==> src/rtl/fetch_pc_unit_pkg.sv <==
// Shared types and constants for the instruction-fetch stage.
package fetch_pc_unit_pkg;

    localparam int          CORE_XLEN = 32;
    localparam logic [31:0] NOP_INSTR = 32'h0000_0013;

    typedef enum logic [2:0] {
        FS_IDLE = 3'd0,
        FS_REQ  = 3'd1,
        FS_WAIT = 3'd2,
        FS_HOLD = 3'd3,
        FS_DROP = 3'd4
    } fetch_state_t;

    typedef enum logic [1:0] {
        PC_HOLD = 2'd0,
        PC_INC  = 2'd1,
        PC_TGT  = 2'd2
    } pc_sel_t;

endpackage

==> src/rtl/fetch_pc_unit_if.sv <==
// Instruction-memory request/response bus: one request outstanding at a time.
interface fetch_pc_unit_if
    import fetch_pc_unit_pkg::*;
#(
    parameter int XLEN = CORE_XLEN
) ();

    logic            imem_req;
    logic [XLEN-1:0] imem_addr;
    logic            imem_ready;
    logic            imem_rvalid;
    logic [31:0]     imem_rdata;

    modport master (
        output imem_req,
        output imem_addr,
        input  imem_ready,
        input  imem_rvalid,
        input  imem_rdata
    );

    modport slave (
        input  imem_req,
        input  imem_addr,
        output imem_ready,
        output imem_rvalid,
        output imem_rdata
    );

endinterface

==> src/rtl/fetch_pc_unit_pc_next_mux.sv <==
// Next-PC selection: hold, sequential +4 (wraps), or redirect target with bit 0 cleared.
module fetch_pc_unit_pc_next_mux
    import fetch_pc_unit_pkg::*;
#(
    parameter int XLEN = CORE_XLEN
) (
    input  logic [XLEN-1:0] pc,
    input  logic [XLEN-1:0] target,
    input  pc_sel_t         sel,
    output logic [XLEN-1:0] pc_next
);

    // select the next program counter
    always_comb begin
        pc_next = pc;
        case (sel)
            PC_HOLD: pc_next = pc;
            PC_INC:  pc_next = pc + XLEN'(3'd4);
            PC_TGT:  pc_next = {target[XLEN-1:1], 1'b0};
            default: pc_next = pc;
        endcase
    end

endmodule

==> src/rtl/fetch_pc_unit.sv <==
// Fetch stage and PC register: single-outstanding imem requests, stall hold buffer,
// and branch/jump redirect with IF flush.
module fetch_pc_unit
    import fetch_pc_unit_pkg::*;
#(
    parameter int              XLEN     = CORE_XLEN,
    parameter logic [XLEN-1:0] RESET_PC = 32'h0000_0000
) (
    input  logic              clk,
    input  logic              rst,
    input  logic              stall,
    input  logic              taken,
    input  logic              jump,
    input  logic [XLEN-1:0]   target,
    fetch_pc_unit_if.master   imem,
    output logic              if_valid,
    output logic [XLEN-1:0]   if_pc,
    output logic [31:0]       if_instr,
    output logic              flush
);

    localparam logic [2:0] S_IDLE = FS_IDLE;
    localparam logic [2:0] S_REQ  = FS_REQ;
    localparam logic [2:0] S_WAIT = FS_WAIT;
    localparam logic [2:0] S_HOLD = FS_HOLD;
    localparam logic [2:0] S_DROP = FS_DROP;

    localparam logic [1:0] LD_NONE = 2'd0;
    localparam logic [1:0] LD_MEM  = 2'd1;
    localparam logic [1:0] LD_BUF  = 2'd2;

    logic [2:0]      state_r;
    logic [2:0]      state_nx_s;
    logic [XLEN-1:0] pc_r;
    logic [XLEN-1:0] pc_next_s;
    pc_sel_t         pc_sel_s;
    logic [1:0]      load_sel_s;
    logic            buf_we_s;
    logic [31:0]     buf_instr_r;
    logic [XLEN-1:0] buf_pc_r;
    logic            if_valid_r;
    logic [XLEN-1:0] if_pc_r;
    logic [31:0]     if_instr_r;
    logic            redirect_s;
    logic            req_s;
    logic            accept_s;

    assign redirect_s = taken | jump;
    // a stalled pipeline must not start a new fetch
    assign req_s      = (state_r == S_REQ) & ~stall;
    assign accept_s   = req_s & imem.imem_ready;

    assign imem.imem_req  = req_s;
    assign imem.imem_addr = pc_r;
    assign flush          = redirect_s;
    assign if_valid       = if_valid_r;
    assign if_pc          = if_pc_r;
    assign if_instr       = if_instr_r;

    fetch_pc_unit_pc_next_mux #(.XLEN(XLEN)) u_pc_next_mux (
        .pc      (pc_r),
        .target  (target),
        .sel     (pc_sel_s),
        .pc_next (pc_next_s)
    );

    // fetch FSM next-state, PC select and IF/ID load decisions
    always_comb begin
        state_nx_s = state_r;
        pc_sel_s   = PC_HOLD;
        load_sel_s = LD_NONE;
        buf_we_s   = 1'b0;
        case (state_r)
            S_IDLE: begin
                state_nx_s = S_REQ;
                if (redirect_s) pc_sel_s = PC_TGT;
                else            pc_sel_s = PC_HOLD;
            end
            S_REQ: begin
                if (redirect_s) begin
                    pc_sel_s = PC_TGT;
                    // an accepted request still returns a word that must be swallowed
                    if (accept_s) state_nx_s = S_DROP;
                    else          state_nx_s = S_REQ;
                end else if (accept_s) begin
                    state_nx_s = S_WAIT;
                end else begin
                    state_nx_s = S_REQ;
                end
            end
            S_WAIT: begin
                if (redirect_s) begin
                    pc_sel_s = PC_TGT;
                    if (imem.imem_rvalid) state_nx_s = S_REQ;
                    else                  state_nx_s = S_DROP;
                end else if (imem.imem_rvalid && !stall) begin
                    load_sel_s = LD_MEM;
                    pc_sel_s   = PC_INC;
                    state_nx_s = S_REQ;
                end else if (imem.imem_rvalid) begin
                    buf_we_s   = 1'b1;
                    state_nx_s = S_HOLD;
                end else begin
                    state_nx_s = S_WAIT;
                end
            end
            S_HOLD: begin
                if (redirect_s) begin
                    pc_sel_s   = PC_TGT;
                    state_nx_s = S_REQ;
                end else if (!stall) begin
                    load_sel_s = LD_BUF;
                    pc_sel_s   = PC_INC;
                    state_nx_s = S_REQ;
                end else begin
                    state_nx_s = S_HOLD;
                end
            end
            S_DROP: begin
                if (redirect_s) begin
                    pc_sel_s = PC_TGT;
                    // a response arriving with the new redirect is the one being dropped
                    if (imem.imem_rvalid) state_nx_s = S_REQ;
                    else                  state_nx_s = S_DROP;
                end else if (imem.imem_rvalid) begin
                    state_nx_s = S_REQ;
                end else begin
                    state_nx_s = S_DROP;
                end
            end
            default: begin
                state_nx_s = S_IDLE;
            end
        endcase
    end

    // state and program counter registers
    always_ff @(posedge clk or posedge rst) begin
        if (rst) begin
            state_r <= S_IDLE;
            pc_r    <= RESET_PC;
        end else begin
            state_r <= state_nx_s;
            pc_r    <= pc_next_s;
        end
    end

    // hold buffer captures a response that arrives while decode is stalled
    always_ff @(posedge clk or posedge rst) begin
        if (rst) begin
            buf_instr_r <= NOP_INSTR;
            buf_pc_r    <= RESET_PC;
        end else if (buf_we_s) begin
            buf_instr_r <= imem.imem_rdata;
            buf_pc_r    <= pc_r;
        end
    end

    // IF/ID output registers; a non-stalled cycle without a new word becomes a bubble
    always_ff @(posedge clk or posedge rst) begin
        if (rst) begin
            if_valid_r <= 1'b0;
            if_pc_r    <= RESET_PC;
            if_instr_r <= NOP_INSTR;
        end else if (redirect_s) begin
            if_valid_r <= 1'b0;
            if_instr_r <= NOP_INSTR;
        end else if (load_sel_s == LD_MEM) begin
            if_valid_r <= 1'b1;
            if_pc_r    <= pc_r;
            if_instr_r <= imem.imem_rdata;
        end else if (load_sel_s == LD_BUF) begin
            if_valid_r <= 1'b1;
            if_pc_r    <= buf_pc_r;
            if_instr_r <= buf_instr_r;
        end else if (!stall) begin
            if_valid_r <= 1'b0;
            if_instr_r <= NOP_INSTR;
        end
    end

endmodule
==> src/flat_wrapper.sv <==
// flat-port wrapper written by rule: the top's interface ports become plain ports
module fetch_pc_unit_flat import fetch_pc_unit_pkg::*;
#(
    parameter int              XLEN     = CORE_XLEN,
    parameter logic [XLEN-1:0] RESET_PC = 32'h0000_0000
)
  (clk, rst, stall, taken, jump, target, if_valid, if_pc, if_instr, flush, imem_imem_req, imem_imem_addr, imem_imem_ready, imem_imem_rvalid, imem_imem_rdata);
  fetch_pc_unit_if #(.XLEN(XLEN)) imem_i ();
  input  logic clk;
  input  logic rst;
  input  logic stall;
  input  logic taken;
  input  logic jump;
  input  logic [XLEN-1:0] target;
  output logic if_valid;
  output logic [XLEN-1:0] if_pc;
  output logic [31:0] if_instr;
  output logic flush;
  output wire logic [$bits(imem_i.imem_req)-1:0] imem_imem_req;
  output wire logic [$bits(imem_i.imem_addr)-1:0] imem_imem_addr;
  input wire logic [$bits(imem_i.imem_ready)-1:0] imem_imem_ready;
  input wire logic [$bits(imem_i.imem_rvalid)-1:0] imem_imem_rvalid;
  input wire logic [$bits(imem_i.imem_rdata)-1:0] imem_imem_rdata;
  assign imem_imem_req = imem_i.imem_req;
  assign imem_imem_addr = imem_i.imem_addr;
  assign imem_i.imem_ready = imem_imem_ready;
  assign imem_i.imem_rvalid = imem_imem_rvalid;
  assign imem_i.imem_rdata = imem_imem_rdata;
  fetch_pc_unit #(.XLEN(XLEN), .RESET_PC(RESET_PC)) u_core (.clk(clk), .rst(rst), .stall(stall), .taken(taken), .jump(jump), .target(target), .imem(imem_i), .if_valid(if_valid), .if_pc(if_pc), .if_instr(if_instr), .flush(flush));
endmodule
==> config.mk <==
export PLATFORM = sky130hd
export DESIGN_NAME = fetch_pc_unit_flat
export DESIGN_NICKNAME = d
export VERILOG_FILES = /design/src/rtl/fetch_pc_unit_pkg.sv /design/src/rtl/fetch_pc_unit_if.sv /design/src/rtl/fetch_pc_unit_pc_next_mux.sv /design/src/rtl/fetch_pc_unit.sv /design/src/flat_wrapper.sv
export SDC_FILE = /design/constraint.sdc
export NUM_CORES = 1
export LEC_CHECK = 0
export CAP_MARGIN = 0
export CORE_ASPECT_RATIO = 0.7
export CORE_MARGIN = 4
export CORE_UTILIZATION = 41
export CTS_CLUSTER_DIAMETER = 150
export DETAILED_ROUTE_END_ITERATION = 8
export HOLD_SLACK_MARGIN = 0.08
export PLACE_DENSITY = 0.81
export RECOVER_POWER = 100
export SETUP_SLACK_MARGIN = 0.5
export SYNTH_ARGS = -nofsm -noshare
export SYNTH_HDL_FRONTEND = slang
export SYNTH_SLANG_ARGS = --single-unit
==> constraint.sdc <==
create_clock -name clk -period 5.9 [get_ports clk]
set_clock_uncertainty 0.15 [all_clocks]
set_input_delay 1.18 -clock clk [delete_from_list [all_inputs] [get_ports clk]]
set_output_delay 1.18 -clock clk [all_outputs]
set_load 0.005 [all_outputs]
==> results.json <==
{
  "outcome": "finished, violations left",
  "violations": "max-capacitance violations, max-slew violations",
  "hold_viol": 0,
  "die_w_microns": 168,
  "ctsResizeCount": 0,
  "irDropWorstVdd_mv": 0.172,
  "rrSetupSlack_ns": 2.43,
  "r2r-end": "u_core.buf_pc_r[31]",
  "cts_buffers": 17,
  "initial_core_util_pct": 42.4,
  "netlist_area_sq_um": 7390,
  "seq_area_frac_synth_pct": 54.7,
  "place_area_sq_um": 9250,
  "dr.pass1.iters": 5,
  "cts_sinks": 161,
  "worst_slew_pin_slew_ns": 1.79,
  "grt_max_degree": 162,
  "critPathArrivalTime_ns": 3.19,
  "clk_latency_ns": 0.43,
  "routedWlPerCell_microns": 17.8,
  "synth_seq_cells": 161,
  "synth_area_leaders": "dfrtp_1 53%, mux2_2 9.8%, mux2i_1 4.7%",
  "whs_endpoint": "u_core.if_instr[1]",
  "power.leakage_nw": 4.56,
  "power_density_nw_per_um2": 285,
  "r2r_cells": 3,
  "critPathLaunchType": "input port",
  "grt_overflow": 0,
  "antenna_cells": 0,
  "htreeDepth": 4,
  "tns_ns": 0,
  "crit_path_frequent_cell": "dlygate4sd3_1",
  "cts_max_path_buffers": 2,
  "routed_via_density": 5.47,
  "min_period_ns": 4.52,
  "min_path_cells": 2,
  "crit_fanout": 10,
  "ys_warn_count": 0,
  "synth_edf_count": 0,
  "grt_pass1_wl_microns": 31300,
  "fmax_ghz": 0.221,
  "slew_viol_final": 66,
  "gp_congestion": 0.782,
  "synth_top_area_share_pct": 52.5,
  "grtUsageTotal_pct": 19.2,
  "syn_inst": 691,
  "finalCritPeriodShare_pct": 76.5,
  "cts-root-buf": "clkbuf_16",
  "die_h_microns": 120,
  "cts.clk_slew.worst_paths_ns": 0.06,
  "rows": 40,
  "syn_to_final_growth_pct": 32.1,
  "hp-start": "u_core.if_instr[1]",
  "drive_gt1_share_pct": 13.5,
  "rsz0062_at_grt": "no",
  "final_cell_mix": "155 x dfrtp_1, 100 x dlygate4sd3_1, 79 x nand2_1",
  "path_delay_family": "buffers and inverters",
  "post_cts_buffers": 0,
  "crit_path_max_incr_delay_ns": 0.66,
  "worstSetupPathType": "in2out",
  "avgSynthCellArea_sq_um": 10.7,
  "antenna_found_initial": 0,
  "drcViolationCount": 0,
  "num_io_pins": 170,
  "cp_cell_sequence": "dlygate4sd3_1 > nor2_1 > inv_1 > dlygate4sd3_1",
  "port_buffers": 166,
  "core-area_sq_um": 17400,
  "finish.instance_area_sq_um": 9750,
  "fin_util_pct": 56.0,
  "drtAntennaViolNets": 0,
  "crit_start": "jump",
  "cts_tree": "built",
  "cp-end-kind": "output pin",
  "drtIter0Drc": 648,
  "synth_top_area_cell": "dfrtp_1",
  "worstHoldPathType": "reg2reg",
  "synth-main-ff-cell": "dfrtp_1",
  "cp.required_ns": 4.57,
  "worst-path-buf-inv": 3,
  "grt_pass1_vias": 5805,
  "finalNetCount": 911,
  "drv_cap": 1,
  "reg2reg_from": "u_core.state_r[2]",
  "mostFrequentLayoutCell": "dfrtp_1",
  "hpwl_microns": 12800,
  "routed-via-count": 5903,
  "slew_headroom_pct": -19.4,
  "setup_violations": 0,
  "yosysUniqueCellTypes": 51,
  "crit_slowest_cell": "dlygate4sd3_1",
  "wl_microns": 19200,
  "ctsHoldBuffers": 0,
  "synthArstFlopShare_pct": 100,
  "die-area_sq_um": 20300
}
worst register-to-register path: cells and delay by family, from the launching register on:
kind,cells,cell delay [ns]
AND/OR/NAND/NOR,2,1.84
multiplexers,1,0.89
flip-flops,1,0.48
per-stage QoR:
stage                     total power [mW]  hold WS [ns]  instances  setup slack [ns]
final                                 2.78         0.312       1080              1.38
after global routing                  2.92         0.346       1080              1.12
after CTS                             2.84         0.315       1080              1.54
after detailed placement              1.83         0.305       1048              1.24
after global placement                1.82         0.301       1048              1.27
after floorplan                       1.54         0.299        692              2.48
cells in the mapped netlist, types with 7 or more instances:
cell	instances
o21ai_0	20
mux2i_1	35
buf_2	9
clkbuf_1	33
nand3_1	27
inv_1	11
mux2_2	64
a22oi_1	43
nand2_1	79
dfrtp_1	155
nand4_1	9
nor2_1	58
and3_1	7
a21oi_1	48
sequential cells by signal (all words and copies together) (netlist names):
register,cells
u_core.buf_instr_r,32
u_core.if_instr,32
u_core.buf_pc_r,31
u_core.if_pc,31
u_core.imem.imem_addr,31
u_core.state_r,3
u_core.if_valid,1
how the worst max path moves through the flow:
stage	endpoint	slack [ns]	cells after the start
2_1_floorplan	u_core.imem.imem_addr[29]	2.48	8
5_1_grt	u_core.buf_instr_r[5]	1.12	4
3_3_place_gp	u_core.imem.imem_addr[26]	1.27	9
6_report	flush	1.38	4
4_1_cts	flush	1.54	4
3_5_place_dp	u_core.imem.imem_addr[26]	1.24	9
routing by layer:
| metal | vias up | GRT usage [%] | part of all wire, % |
|---|---|---|---|
| li1 | 2778 | - | - |
| met2 | 200 | 28.2 | 45 |
| met1 | 2906 | 27.9 | 47 |
| met3 | 19 | 5.49 | 6.9 |
| met4 | 0 | 5.32 | 1.4 |
| met5 | - | 0 | 0 |
cell type report:
| class | count | area, sq um |
|---|---|---|
| fillers | 1497 | 7660 |
| flip-flops and latches | 161 | 4040 |
| multi-input cells | 470 | 3120 |
| repair buffers | 175 | 1740 |
| clock buffers | 23 | 468 |
| well taps | 231 | 289 |
| clock inverters | 9 | 61.3 |
| inverters | 11 | 42.5 |
power breakdown:
part           internal, mW  switching, mW
Combinational         0.238          0.204
Sequential             1.20          0.144
Clock                 0.559          0.439
Total                  1.99          0.787
cell families (layout without fill, tap and decap cells):
family	after synthesis	count (layout)	synth area share, %
flops	161	161	54.7
compound gates	143	143	12.3
simple gates	222	222	14.4
buf+inv	61	218	3.37
fa+ha+maj	4	4	0.678
other cells	1	2	0.0508
mux	99	99	14.5
Note: power is estimated with default switching activity, not from simulation.
